File: config.mk
export PLATFORM = sky130hd
export DESIGN_NAME = mem_wb_stage_buf
export DESIGN_NICKNAME = d
export VERILOG_FILES = /design/src/rtl/mem_wb_pkg.sv /design/src/rtl/mem_wb_skid_slot.sv /design/src/rtl/mem_wb_stage_buf.sv
export SDC_FILE = /design/constraint.sdc
export NUM_CORES = 1
export LEC_CHECK = 0
export CORE_AREA = 5 5 106 133
export CTS_CLUSTER_SIZE = 16
export DETAILED_ROUTE_END_ITERATION = 10
export DIE_AREA = 0 0 111 138
export PLACE_DENSITY = 0.79
export SYNTH_ARGS = -nofsm -noshare
export SYNTH_HDL_FRONTEND = slang
export SYNTH_SLANG_ARGS = --single-unit
File: constraint.sdc
create_clock -name clk -period 2.2 [get_ports clk]
set_input_delay 0.33 -clock clk [delete_from_list [all_inputs] [get_ports clk]]
set_output_delay 0.33 -clock clk [all_outputs]
set_load 0.005 [all_outputs]
File: src/rtl/mem_wb_pkg.sv
// Shared definitions for the MEM->WB stage buffer: default field widths,
// payload layout and a payload-width helper.
// Payload concat order (MSB..LSB): {load, rf_en, rd, alu_data, load_data, wb_data}.
package mem_wb_pkg;

  localparam int unsigned DATA_W_DEF = 32;
  localparam int unsigned RD_W_DEF   = 4;
  localparam int unsigned CNT_W_DEF  = 16;

  // Payload at default widths; the parametrised RTL uses the same layout
  // as a flat vector sized by payload_w().
  typedef struct packed {
    logic                  load;
    logic                  rf_en;
    logic [RD_W_DEF-1:0]   rd;
    logic [DATA_W_DEF-1:0] alu_data;
    logic [DATA_W_DEF-1:0] load_data;
    logic [DATA_W_DEF-1:0] wb_data;
  } mem_wb_payload_t;

  // Total payload width for a given data and Rd width.
  function automatic int unsigned payload_w(input int unsigned dw, input int unsigned rw);
    return 2 + rw + 3 * dw;
  endfunction

endpackage

File: src/rtl/mem_wb_skid_slot.sv
// Generic payload register with a valid flop.
// i_clear has priority and only drops valid (payload may go stale).
// i_load writes i_valid into the valid flop; the payload is only captured
// when the incoming entry is valid, so an emptied slot keeps its old data.
module mem_wb_skid_slot #(
  parameter int unsigned W = 8
) (
  input  logic         clk,
  input  logic         rst_n,
  input  logic         i_clear,
  input  logic         i_load,
  input  logic         i_valid,
  input  logic [W-1:0] i_data,
  output logic         o_valid,
  output logic [W-1:0] o_data
);

  logic         r_valid;
  logic [W-1:0] r_data;

  // Valid flop: clear beats load.
  always_ff @(posedge clk or negedge rst_n) begin
    if (!rst_n) begin
      r_valid <= 1'b0;
    end else if (i_clear) begin
      r_valid <= 1'b0;
    end else if (i_load) begin
      r_valid <= i_valid;
    end
  end

  // Payload register: captures only real beats.
  always_ff @(posedge clk or negedge rst_n) begin
    if (!rst_n) begin
      r_data <= '0;
    end else if (!i_clear && i_load && i_valid) begin
      r_data <= i_data;
    end
  end

  assign o_valid = r_valid;
  assign o_data  = r_data;

endmodule

File: src/rtl/mem_wb_stage_buf.sv
// MEM->WB pipeline stage buffer with valid/ready, synchronous flush,
// registered write-back select and a saturating stall counter.
// Build option: define MEM_WB_SKID_EN for a 2-entry (output + skid) buffer
// with a registered in_ready; otherwise a single register with a
// combinational in_ready.
module mem_wb_stage_buf
  import mem_wb_pkg::*;
#(
  parameter int unsigned DATA_W = DATA_W_DEF,
  parameter int unsigned RD_W   = RD_W_DEF,
  parameter int unsigned CNT_W  = CNT_W_DEF
) (
  input  logic              clk,
  input  logic              rst_n,
  input  logic              flush,
  input  logic              in_valid,
  output logic              in_ready,
  input  logic [DATA_W-1:0] in_load_data,
  input  logic [DATA_W-1:0] in_alu_data,
  input  logic [RD_W-1:0]   in_rd,
  input  logic              in_load,
  input  logic              in_rf_en,
  output logic              out_valid,
  input  logic              out_ready,
  output logic [DATA_W-1:0] out_wb_data,
  output logic [DATA_W-1:0] out_load_data,
  output logic [DATA_W-1:0] out_alu_data,
  output logic [RD_W-1:0]   out_rd,
  output logic              out_load,
  output logic              out_rf_we,
  output logic [CNT_W-1:0]  stall_cnt
);

  localparam int unsigned PW = payload_w(DATA_W, RD_W);

  // Field offsets inside the flat payload vector.
  localparam int unsigned WB_LSB  = 0;
  localparam int unsigned LD_LSB  = DATA_W;
  localparam int unsigned ALU_LSB = 2 * DATA_W;
  localparam int unsigned RD_LSB  = 3 * DATA_W;
  localparam int unsigned RF_BIT  = 3 * DATA_W + RD_W;
  localparam int unsigned LDF_BIT = 3 * DATA_W + RD_W + 1;

  logic [DATA_W-1:0] w_in_wb;
  logic [PW-1:0]     w_in_payload;
  logic [PW-1:0]     w_out_payload;
  logic              w_out_valid;
  logic              w_out_en;
  logic [CNT_W-1:0]  r_stall_cnt;

  // Write-back select is resolved on the way in so the output is a plain flop.
  assign w_in_wb      = in_load ? in_load_data : in_alu_data;
  assign w_in_payload = {in_load, in_rf_en, in_rd, in_alu_data, in_load_data, w_in_wb};

  // Output register may load when empty or when its beat is leaving.
  assign w_out_en = !w_out_valid || out_ready;

`ifdef MEM_WB_SKID_EN

  logic          w_skid_valid;
  logic [PW-1:0] w_skid_payload;
  logic          w_in_acc;
  logic          w_out_src_valid;
  logic [PW-1:0] w_out_src;
  logic          w_skid_load;
  logic          w_skid_vin;

  // in_ready is the inverted skid valid flop, so out_ready never reaches it
  // combinationally; with an empty skid a stalled output parks the beat there.
  assign w_in_acc        = in_valid && !w_skid_valid;
  assign w_out_src_valid = w_skid_valid || w_in_acc;
  assign w_out_src       = w_skid_valid ? w_skid_payload : w_in_payload;
  // Skid is rewritten whenever the output drains (emptying it) or when a beat
  // is accepted while the output stalls (filling it).
  assign w_skid_load     = w_out_en || w_in_acc;
  assign w_skid_vin      = !w_out_en && w_in_acc;

  mem_wb_skid_slot #(.W(PW)) u_out_slot (
    .clk     (clk),
    .rst_n   (rst_n),
    .i_clear (flush),
    .i_load  (w_out_en),
    .i_valid (w_out_src_valid),
    .i_data  (w_out_src),
    .o_valid (w_out_valid),
    .o_data  (w_out_payload)
  );

  mem_wb_skid_slot #(.W(PW)) u_skid_slot (
    .clk     (clk),
    .rst_n   (rst_n),
    .i_clear (flush),
    .i_load  (w_skid_load),
    .i_valid (w_skid_vin),
    .i_data  (w_in_payload),
    .o_valid (w_skid_valid),
    .o_data  (w_skid_payload)
  );

  assign in_ready = !w_skid_valid;

`else

  mem_wb_skid_slot #(.W(PW)) u_out_slot (
    .clk     (clk),
    .rst_n   (rst_n),
    .i_clear (flush),
    .i_load  (w_out_en),
    .i_valid (in_valid),
    .i_data  (w_in_payload),
    .o_valid (w_out_valid),
    .o_data  (w_out_payload)
  );

  assign in_ready = w_out_en;

`endif

  // Stall counter: counts held-but-not-consumed cycles, saturates, survives flush.
  always_ff @(posedge clk or negedge rst_n) begin
    if (!rst_n) begin
      r_stall_cnt <= '0;
    end else if (w_out_valid && !out_ready && (r_stall_cnt != '1)) begin
      r_stall_cnt <= r_stall_cnt + CNT_W'(1);
    end
  end

  assign out_valid     = w_out_valid;
  assign out_wb_data   = w_out_payload[WB_LSB  +: DATA_W];
  assign out_load_data = w_out_payload[LD_LSB  +: DATA_W];
  assign out_alu_data  = w_out_payload[ALU_LSB +: DATA_W];
  assign out_rd        = w_out_payload[RD_LSB  +: RD_W];
  assign out_load      = w_out_payload[LDF_BIT];
  assign out_rf_we     = w_out_valid && w_out_payload[RF_BIT];
  assign stall_cnt     = r_stall_cnt;

endmodule

# After elaboration in Yosys (flattened, before gate mapping)
# Cells that the tools add are included.
word_totals:
  mem_bits_ro: 0
  reg_bits: 119
  latch_bits: 0
  input_bits: 75
  ram_bits: 0
  output_inout_bits: 120
  n_memories: 0
  word_cells: 18
classes:
  n_addsub: 1
  mux: 3
  n_eq_ne: 1
  n_mul: 0
  n_div: 0
  magnitude_cmp: 0
  bitwise_logic: 0
  n_reduce_logical: 10
  shifts: 0
op_table:
  columns: ["cell", "n"]
  rows:
  - ["$mux 32", 1]
  - ["$add 16x1->16 const B", 1]
  - ["$ne 16x16->1 const B", 1]
  - ["$logic_and 1x1->1", 5]
  - ["$logic_not 1->1", 3]
  - ["$mux 1", 2]
  - ["$reduce_bool 2->1", 1]
  - ["$logic_or 1x1->1", 1]

# Depth between registers and ports, before layout
# Gate-level depths: netlist (run 1).
logic_depth:
  ltp_word: 4
  ltp_mapped: 7
  mapped_depth_nobuf: 5

# Modules after synthesis
# A second synthesis (run 1) with hierarchy kept.
hier_totals:
  hier_cells: 329
  area_unflattened_um2: 5316.3
by_module_without_submodules:
  columns: ["mod", "instances", "cells_each", "seq_area_each_um2", "area_per_inst_um2"]
  rows:
  - ["mem_wb_skid_slot", 1, 219, 2577.5, 4159.0]
  - ["mem_wb_stage_buf", 1, 110, 400.4, 1157.4]

# Worst setup path before layout (run 1)
# No wires, ideal clock.
synth_path:
  path_type: "register to register"
  startpoint: "register r_stall_cnt[0], in the netlist stall_cnt[0]"
  endpoint: "register r_stall_cnt[1], in the netlist stall_cnt[1]"
  path_buffers: 1
  required_time_ns: 2.075
  arrival_ns: 1.757
  period_less_slack_ns: 1.882
  path_slack_ns: 0.318
  setup_ns: 0.125
  path_stages_with_launch: 7
  cell_sequence: "dfrtp_1 > ha_1 > nand3_1 > or4_4 > buf_6 > and2_4 > mux2_4"
synth_between:
  elab_chain_len: 2
  word_cells_on_any_way: 3
  cone_classes: "1 x add/sub; 1 x eq/ne; 1 x reduce/logical"
synth_rtl:
  columns: ["element", "line", "text"]
  rows:
  - ["from (decl)", "mem_wb_stage_buf.sv:49", "logic [CNT_W-1:0] r_stall_cnt;"]
  - ["from (signal assigned)", "mem_wb_stage_buf.sv:124", "r_stall_cnt <= r_stall_cnt + CNT_W'(1);"]
  - ["branches (longest 2 deep; another with $add 16x1->16)", null, null]
# Parallel ways; which one is timed is not known.
# A chain may end at the register's enable or synchronous reset.

# Worst setup path after layout (run 1)
layout_path:
  startpoint: "register r_stall_cnt[1], in the netlist stall_cnt[1]"
  endpoint: "register r_stall_cnt[1], in the netlist stall_cnt[1]"
# The elaborated chain is that of the path after synthesis.

==> run_results.csv, run 1 <==
group,metric,value,unit
pwr,switching_share,22.86,%
floorplanning,num_io_pins,195,
finish,layout_commonest_cell,"clkdlybuf4s50_1",
yosys,async_reset_ff_share,100.0,%
setup_path,critPathMaxStageDelay,0.62,ns
setup_path,path_buf_inv,0,
finish,drive_gt1_share,21.00,%
outcome,status,"complete, but fails checks",
finish,syn_to_final_growth,37.20,%
floorplanning,fp-row-count,46,
setup_path,cp_slowest_cell,"or4_4",
setup_path,cp-start-kind,"flop",
sta,fin_crit_sh,89.55,%
grt,grt_overflow,0,
sta,final-max-slew-violation-count,0,
pwr,internal-power,5.530,mW
setup_path,crit_family,"simple AND/OR/NAND/NOR gates",
floorplanning,core,12600,um^2
clocking,cts_resized,0,
yosys,synth_flop_cell,"dfrtp_1",
clocking,cts-root-buf,"clkbuf_16",
detailed_routing,dr_total_vias,3579,
sta,slew_headroom,56.05,%
placement,place.gp.congestion,0.7635,
flow_run,cap_violations,0,
pwr,cellLeakagePower,3.356,nW
grt,grt_max_degree,120,
sta,tns,0,ns
clocking,cts_buffers,17,
detailed_routing,first_pass_iters,4,
pwr,pwr-share-comb,21.0,%
yosys,netlist_instances,464,
setup_path,worstSetupPathType,"reg -> reg",
clocking,cts_htree_levels,4,
yosys,yosysWarningCount,0,
yosys,syn_nets,540,
finish,n_fill_cell,1006,
clocking,clk_path_buf_depth,2,
detailed_routing,wl_per_cell,17.13,um
grt,grt_use_total,17.02,%
sta,final-setup-viol-count,0,
sta,hold_violations,1,
pwr,p_per_area,930.7,nW/um^2
detailed_routing,viasPerCell,4.778,
finish,final_core_util,61.11,%
floorplanning,die-area,15320,um^2
setup_path,r2r_cells,5,
clocking,clk_pin_slew,0.05,ns
pwr,pwr-share-seq,38.7,%
finish,antenna_cells,0,
yosys,synth_area_per_cell,12.10,um^2
floorplanning,die_w,111,um
pwr,pwr-share-clk,40.3,%
floorplanning,die_y,138,um
setup_path,regToRegSetupSlack,0.23,ns
pwr,ir_drop,0.0005155,V
pwr,switching_power,1.639,mW
yosys,seq_area_frac_synth,53.04,%
setup_path,r2r_end,"stall_cnt[1]",
placement,portBuffers,194,
clocking,cts.sinks,119,
clocking,post_cts_buffers,0,
detailed_routing,ant_nets,0,
sta,rsz0062_at_grt,"no",
clocking,tritoncts,"yes",
finish,layout.nets,646,
yosys,synth_cell_type_count,32,
detailed_routing,wirelength,12.83,mm
setup_path,arrival,2.25,ns
setup_path,crit_chain,"ha_1 > nand3_1 > or4_4 > and2_4 > mux2_4",
yosys,syn_area,5614,um^2
detailed_routing,drt_iter0_drc,71,
yosys,synth_edf_count,0,
sta,clock_skew,0.007940,ns
sta,clock.fmax,507.6,MHz
floorplanning,start_util,44.54,%
outcome,violations,"hold timing",
clocking,clkLatencyLatePin,0.40,ns
setup_path,rr_startpoint,"stall_cnt[1]",
grt,grt_pass1_wl,20.87,mm
setup_path,cp-end-kind,"flop",
clocking,ctsHoldBuffers,0,
grt,grt_pass1_vias,4027,
sta,timing.hold.ws,-0.001330,ns
sta,min_period,1.970,ns
grt,antenna_found_initial,0,
sta,tightest_slew,0.6592,ns
hold_path,worstHoldPathType,"in -> async",
detailed_routing,drc,0,
finish,layout_common_cells,"clkdlybuf4s50_1, dfrtp_1, mux2_2",
yosys,synth_seq_cells,119,
placement,dp_hpwl,9.588,mm
setup_path,required,2.48,ns
setup_path,critPathMaxFanout,9,
flip-flops by register name, summed over array words and instances, names as in the netlist:
register / cells
u_out_slot.o_data: 102
stall_cnt: 16
u_out_slot.o_valid: 1
worst max path at each step:
stage / from / to / cells after the start
2_1_floorplan: stall_cnt[0] / stall_cnt[1] / 6
3_3_place_gp: out_ready / stall_cnt[12] / 6
3_5_place_dp: out_ready / stall_cnt[14] / 6
4_1_cts: stall_cnt[0] / stall_cnt[1] / 5
5_1_grt: stall_cnt[1] / stall_cnt[1] / 5
6_report: stall_cnt[1] / stall_cnt[1] / 5
through the flow:
| stage | setup WS (ns) | instance area, um^2 | std cells | hold WS (ns) | power [mW] |
|---|---|---|---|---|---|
| 2_1_floorplan | 0.3176 | 5614 | 464 | 0.03441 | 3.649 |
| 3_3_place_gp | 0.1571 | 7082 | 719 | 0.4621 | 4.285 |
| 3_5_place_dp | 0.1226 | 7082 | 719 | 0.4703 | 4.345 |
| 4_1_cts | 0.2216 | 7702 | 749 | 0.04803 | 7.277 |
| 5_1_grt | 0.1547 | 7702 | 749 | 0.06296 | 7.512 |
| 6_report | 0.2299 | 7702 | 749 | -0.001330 | 7.169 |
worst register-to-register path: stages, from the launching register on:
cell,delay [ns]
dfrtp_1,0.41
ha_1,0.22
nand3_1,0.11
or4_4,0.62
and2_4,0.20
mux2_4,0.29
cells in the mapped netlist, types with 4 or more instances:
library cell / count / area share (%)
nand2_1: 36 / 2.4
xnor2_1: 7 / 1.1
mux2_2: 71 / 14
mux2i_1: 32 / 5.7
xor2_1: 5 / 0.78
nand4_1: 4 / 0.45
nand3_1: 5 / 0.45
buf_4: 100 / 13
buf_1: 4 / 0.27
nor3_1: 4 / 0.36
clkbuf_1: 12 / 0.80
nor2_1: 5 / 0.33
and3_1: 4 / 0.45
o21ai_0: 32 / 2.9
dfrtp_1: 119 / 53
per-layer routing:
| metal | wire length [um] | vias to the layer above | part of all wire (%) | track usage [%] |
|---|---|---|---|---|
| met4 | 266 | 0 | 2.1 | 7.198 |
| met1 | 4912 | 1748 | 38 | 18.33 |
| met5 | 0 | - | 0 | 0 |
| met3 | 781 | 16 | 6.1 | 5.936 |
| met2 | 6872 | 118 | 54 | 30.21 |
| li1 | - | 1697 | - | - |
cell type report:
class | instances | area, um^2 | area share [%]
inverter | 2 | 7.507 | 0.09747
clock inverter | 8 | 146.4 | 1.901
sequential | 119 | 2978 | 38.66
clock buffer | 22 | 474.2 | 6.157
tap | 168 | 210.2 | 2.729
multi-input combinational | 223 | 1792 | 23.26
timing repair buffer | 207 | 2095 | 27.19
power groups by stage:
stage	clock [mW]	sequential [mW]	combinational, mW
4_1_cts	2.96	2.78	1.54
2_1_floorplan	0	2.74	0.907
5_1_grt	3.06	2.83	1.63
6_report	2.89	2.78	1.51
3_3_place_gp	0	2.79	1.50
3_5_place_dp	0	2.81	1.53
logic make-up (layout without fill, tap and decap cells):
| logic type | count (synthesis) | count (layout) | synth area share [%] |
|---|---|---|---|
| buf+inv | 122 | 239 | 15.04 |
| flops | 119 | 119 | 53.04 |
| mux | 104 | 104 | 20.21 |
| simple gates | 71 | 71 | 6.485 |
| compound gates | 35 | 35 | 3.120 |
| xor+xnor | 12 | 12 | 1.872 |
| fa+ha+maj | 1 | 1 | 0.2228 |
Power figures use the tool's default switching activity.
==> inputs of run 2 (changes only) <==
Settings changed: CTS_CLUSTER_DIAMETER set to 120.
==> results of run 2 <==
The final DEF is identical to that of run 1; final timing and power are the same.
==> inputs of run 3 (changes only) <==
Settings changed: SLEW_MARGIN set to 0, TNS_END_PERCENT set to 30.
Clock period 2.2 ns to 1.9 ns, I/O delays scaled along.
==> run 3 against run 2 <==
Against the previous run:
- the run now ends clean
- cell area rose by 1.3%
- first-iteration DRC count rose by 31%
- utilization rose by 0.80 points
- wire length rose by 0.93%
- final cell count rose by 1.7%
- die area did not move
- sequential share of layout area fell by 0.50 points
- largest cell class unchanged
- clock-buffer cell count did not move
- critical path depth did not move
- worst setup slack got worse by 0.17 ns
- hold slack improved by 0.23 ns
- via count rose by 2.6%
==> run_results.csv, run 3 (synthesis results as in run 1) <==
group,metric,value,unit
detailed_routing,wl_per_cell,17.00,um
clocking,tritoncts,"yes",
clocking,clkLatencyLatePin,0.40,ns
clocking,clk_path_buf_depth,2,
detailed_routing,first_pass_iters,4,
outcome,status,"finished, final reports clean",
clocking,cts.sinks,119,
finish,layout_commonest_cell,"clkdlybuf4s50_1",
detailed_routing,dr_total_vias,3671,
pwr,p_per_area,1040,nW/um^2
setup_path,cp-end-kind,"flop",
grt,grt_pass1_vias,4045,
placement,portBuffers,194,
hold_path,worstHoldPathType,"in -> async",
sta,final-max-slew-violation-count,0,
finish,antenna_cells,0,
setup_path,required,2.18,ns
detailed_routing,viasPerCell,4.818,
floorplanning,num_io_pins,195,
grt,grt_use_total,17.01,%
clocking,clk_pin_slew,0.05,ns
setup_path,worstSetupPathType,"reg -> reg",
detailed_routing,wirelength,12.95,mm
sta,clock.fmax,542.5,MHz
setup_path,cp-start-kind,"flop",
setup_path,critPathMaxFanout,5,
pwr,ir_drop,0.0005362,V
pwr,pwr-share-seq,39.3,%
pwr,pwr-share-comb,22.7,%
finish,largest_register_ff_count,102,
sta,final-setup-viol-count,0,
sta,hold_violations,0,
placement,place.gp.congestion,0.7793,
finish,drive_gt1_share,22.73,%
detailed_routing,drt_iter0_drc,93,
sta,clock_skew,0.007276,ns
grt,grt_max_degree,65,
floorplanning,die_y,138,um
floorplanning,core,12600,um^2
grt,grt_pass1_wl,20.67,mm
pwr,switching_power,1.925,mW
clocking,cts_buffers,17,
clocking,post_cts_buffers,0,
floorplanning,die_w,111,um
pwr,switching_share,23.72,%
finish,layout.nets,658,
clocking,cts-root-buf,"clkbuf_16",
floorplanning,die-area,15320,um^2
pwr,internal-power,6.191,mW
pwr,power.total,8.116,mW
pwr,pwr-share-clk,38.0,%
finish,layout_common_cells,"clkdlybuf4s50_1, dfrtp_1, mux2_2",
finish,final_core_util,61.91,%
setup_path,arrival,2.13,ns
finish,n_fill_cell,982,
sta,fin_crit_sh,97.01,%
detailed_routing,ant_nets,0,
detailed_routing,drc,0,
grt,antenna_found_initial,0,
sta,tightest_slew,0.3551,ns
floorplanning,start_util,44.54,%
clocking,cts_htree_levels,4,
sta,slew_headroom,76.11,%
sta,min_period,1.843,ns
placement,dp_hpwl,9.729,mm
floorplanning,fp-row-count,46,
grt,grt_overflow,0,
finish,syn_to_final_growth,39.00,%
pwr,cellLeakagePower,3.414,nW
flow_run,cap_violations,0,
==> run 3: cell types whose count changed in the layout (fill, tap and decap cells not counted), sizes merged <==
cell           change
clkdlybuf4s50      -1
bufinv             -2
clkinv             +2
dlygate4sd3        +1
dlymetal6s2s       +1
buf               +11
clkinvlp           +1
==> run 3: power groups by stage <==
stage          sequential, mW  clock [mW]  combinational (mW)
5_1_grt                  3.24        3.25                1.99
4_1_cts                  3.19        3.16                1.88
6_report                 3.19        3.08                1.84
2_1_floorplan            3.18           0                1.05
3_5_place_dp             3.23           0                1.86
3_3_place_gp             3.20           0                1.82
==> run 3: critical path, stage by stage, from the launching register on <==
cell and delay, ns:
dfrtp_1 0.37, ha_2 0.21, nand3_1 0.10, or4_4 0.57, and2_4 0.19, mux2_4 0.29
==> run 3: layout make-up <==
class | instances | area [um^2] | share of cell area [%]
Timing Repair Buffer | 219 | 2240 | 28.70
Tap cell | 168 | 210.2 | 2.694
Clock inverter | 9 | 100.1 | 1.283
Multi-Input combinational cell | 223 | 1794 | 22.99
Inverter | 2 | 7.507 | 0.09620
Sequential cell | 119 | 2978 | 38.16
Clock buffer | 22 | 474.2 | 6.077
==> run 3: worst paths after layout <==
| kind | from | slack [ns] | to | cells past startpoint |
|---|---|---|---|---|
| hold reg to reg | u_out_slot.o_data[18] | 0.47 | u_out_slot.o_data[18] | 2 |
| setup reg to reg | stall_cnt[1] | 0.06 | stall_cnt[1] | 5 |
| min in group clk | flush | 0.44 | u_out_slot.o_valid | 2 |
| max in group asynchronous | rst_n | 1.14 | u_out_slot.o_data[10] | 3 |
| setup / recovery | stall_cnt[1] | 0.06 | stall_cnt[1] | 5 |
| hold / removal | rst_n | 0.23 | u_out_slot.o_data[62] | 2 |
==> run 3: routing by layer <==
layer	GRT usage, %	vias to the layer above	wire, um
met4	9.792	0	489
met5	0	-	0
li1	-	1720	-
met3	5.674	32	788
met1	17.61	1790	4812
met2	29.89	129	6860
==> run 3: what timing repair did <==
item / 4_1_cts / 5_1_grt
hold buffers: 1 / 0
gates resized for setup: 0 / 2
setup endpoints to repair: 0 / 2
hold endpoints to repair: 119 / 0
==> run 3: metrics by stage <==
| stage | cell area (um^2) | hold slack (ns) | worst slack (ns) | setup TNS [ns] | instances |
|---|---|---|---|---|---|
| finish | 7804 | 0.2283 | 0.05673 | 0 | 762 |
| floorplan | 5614 | -0.01059 | 0.01758 | 0 | 464 |
| global placement | 7214 | 0.09622 | -0.1255 | -2.932 | 730 |
| detailed placement | 7214 | 0.09743 | -0.1494 | -5.789 | 730 |
| CTS | 7799 | 0.2110 | 0.01292 | 0 | 762 |
| global route | 7804 | 0.2326 | -0.01816 | -0.01816 | 762 |
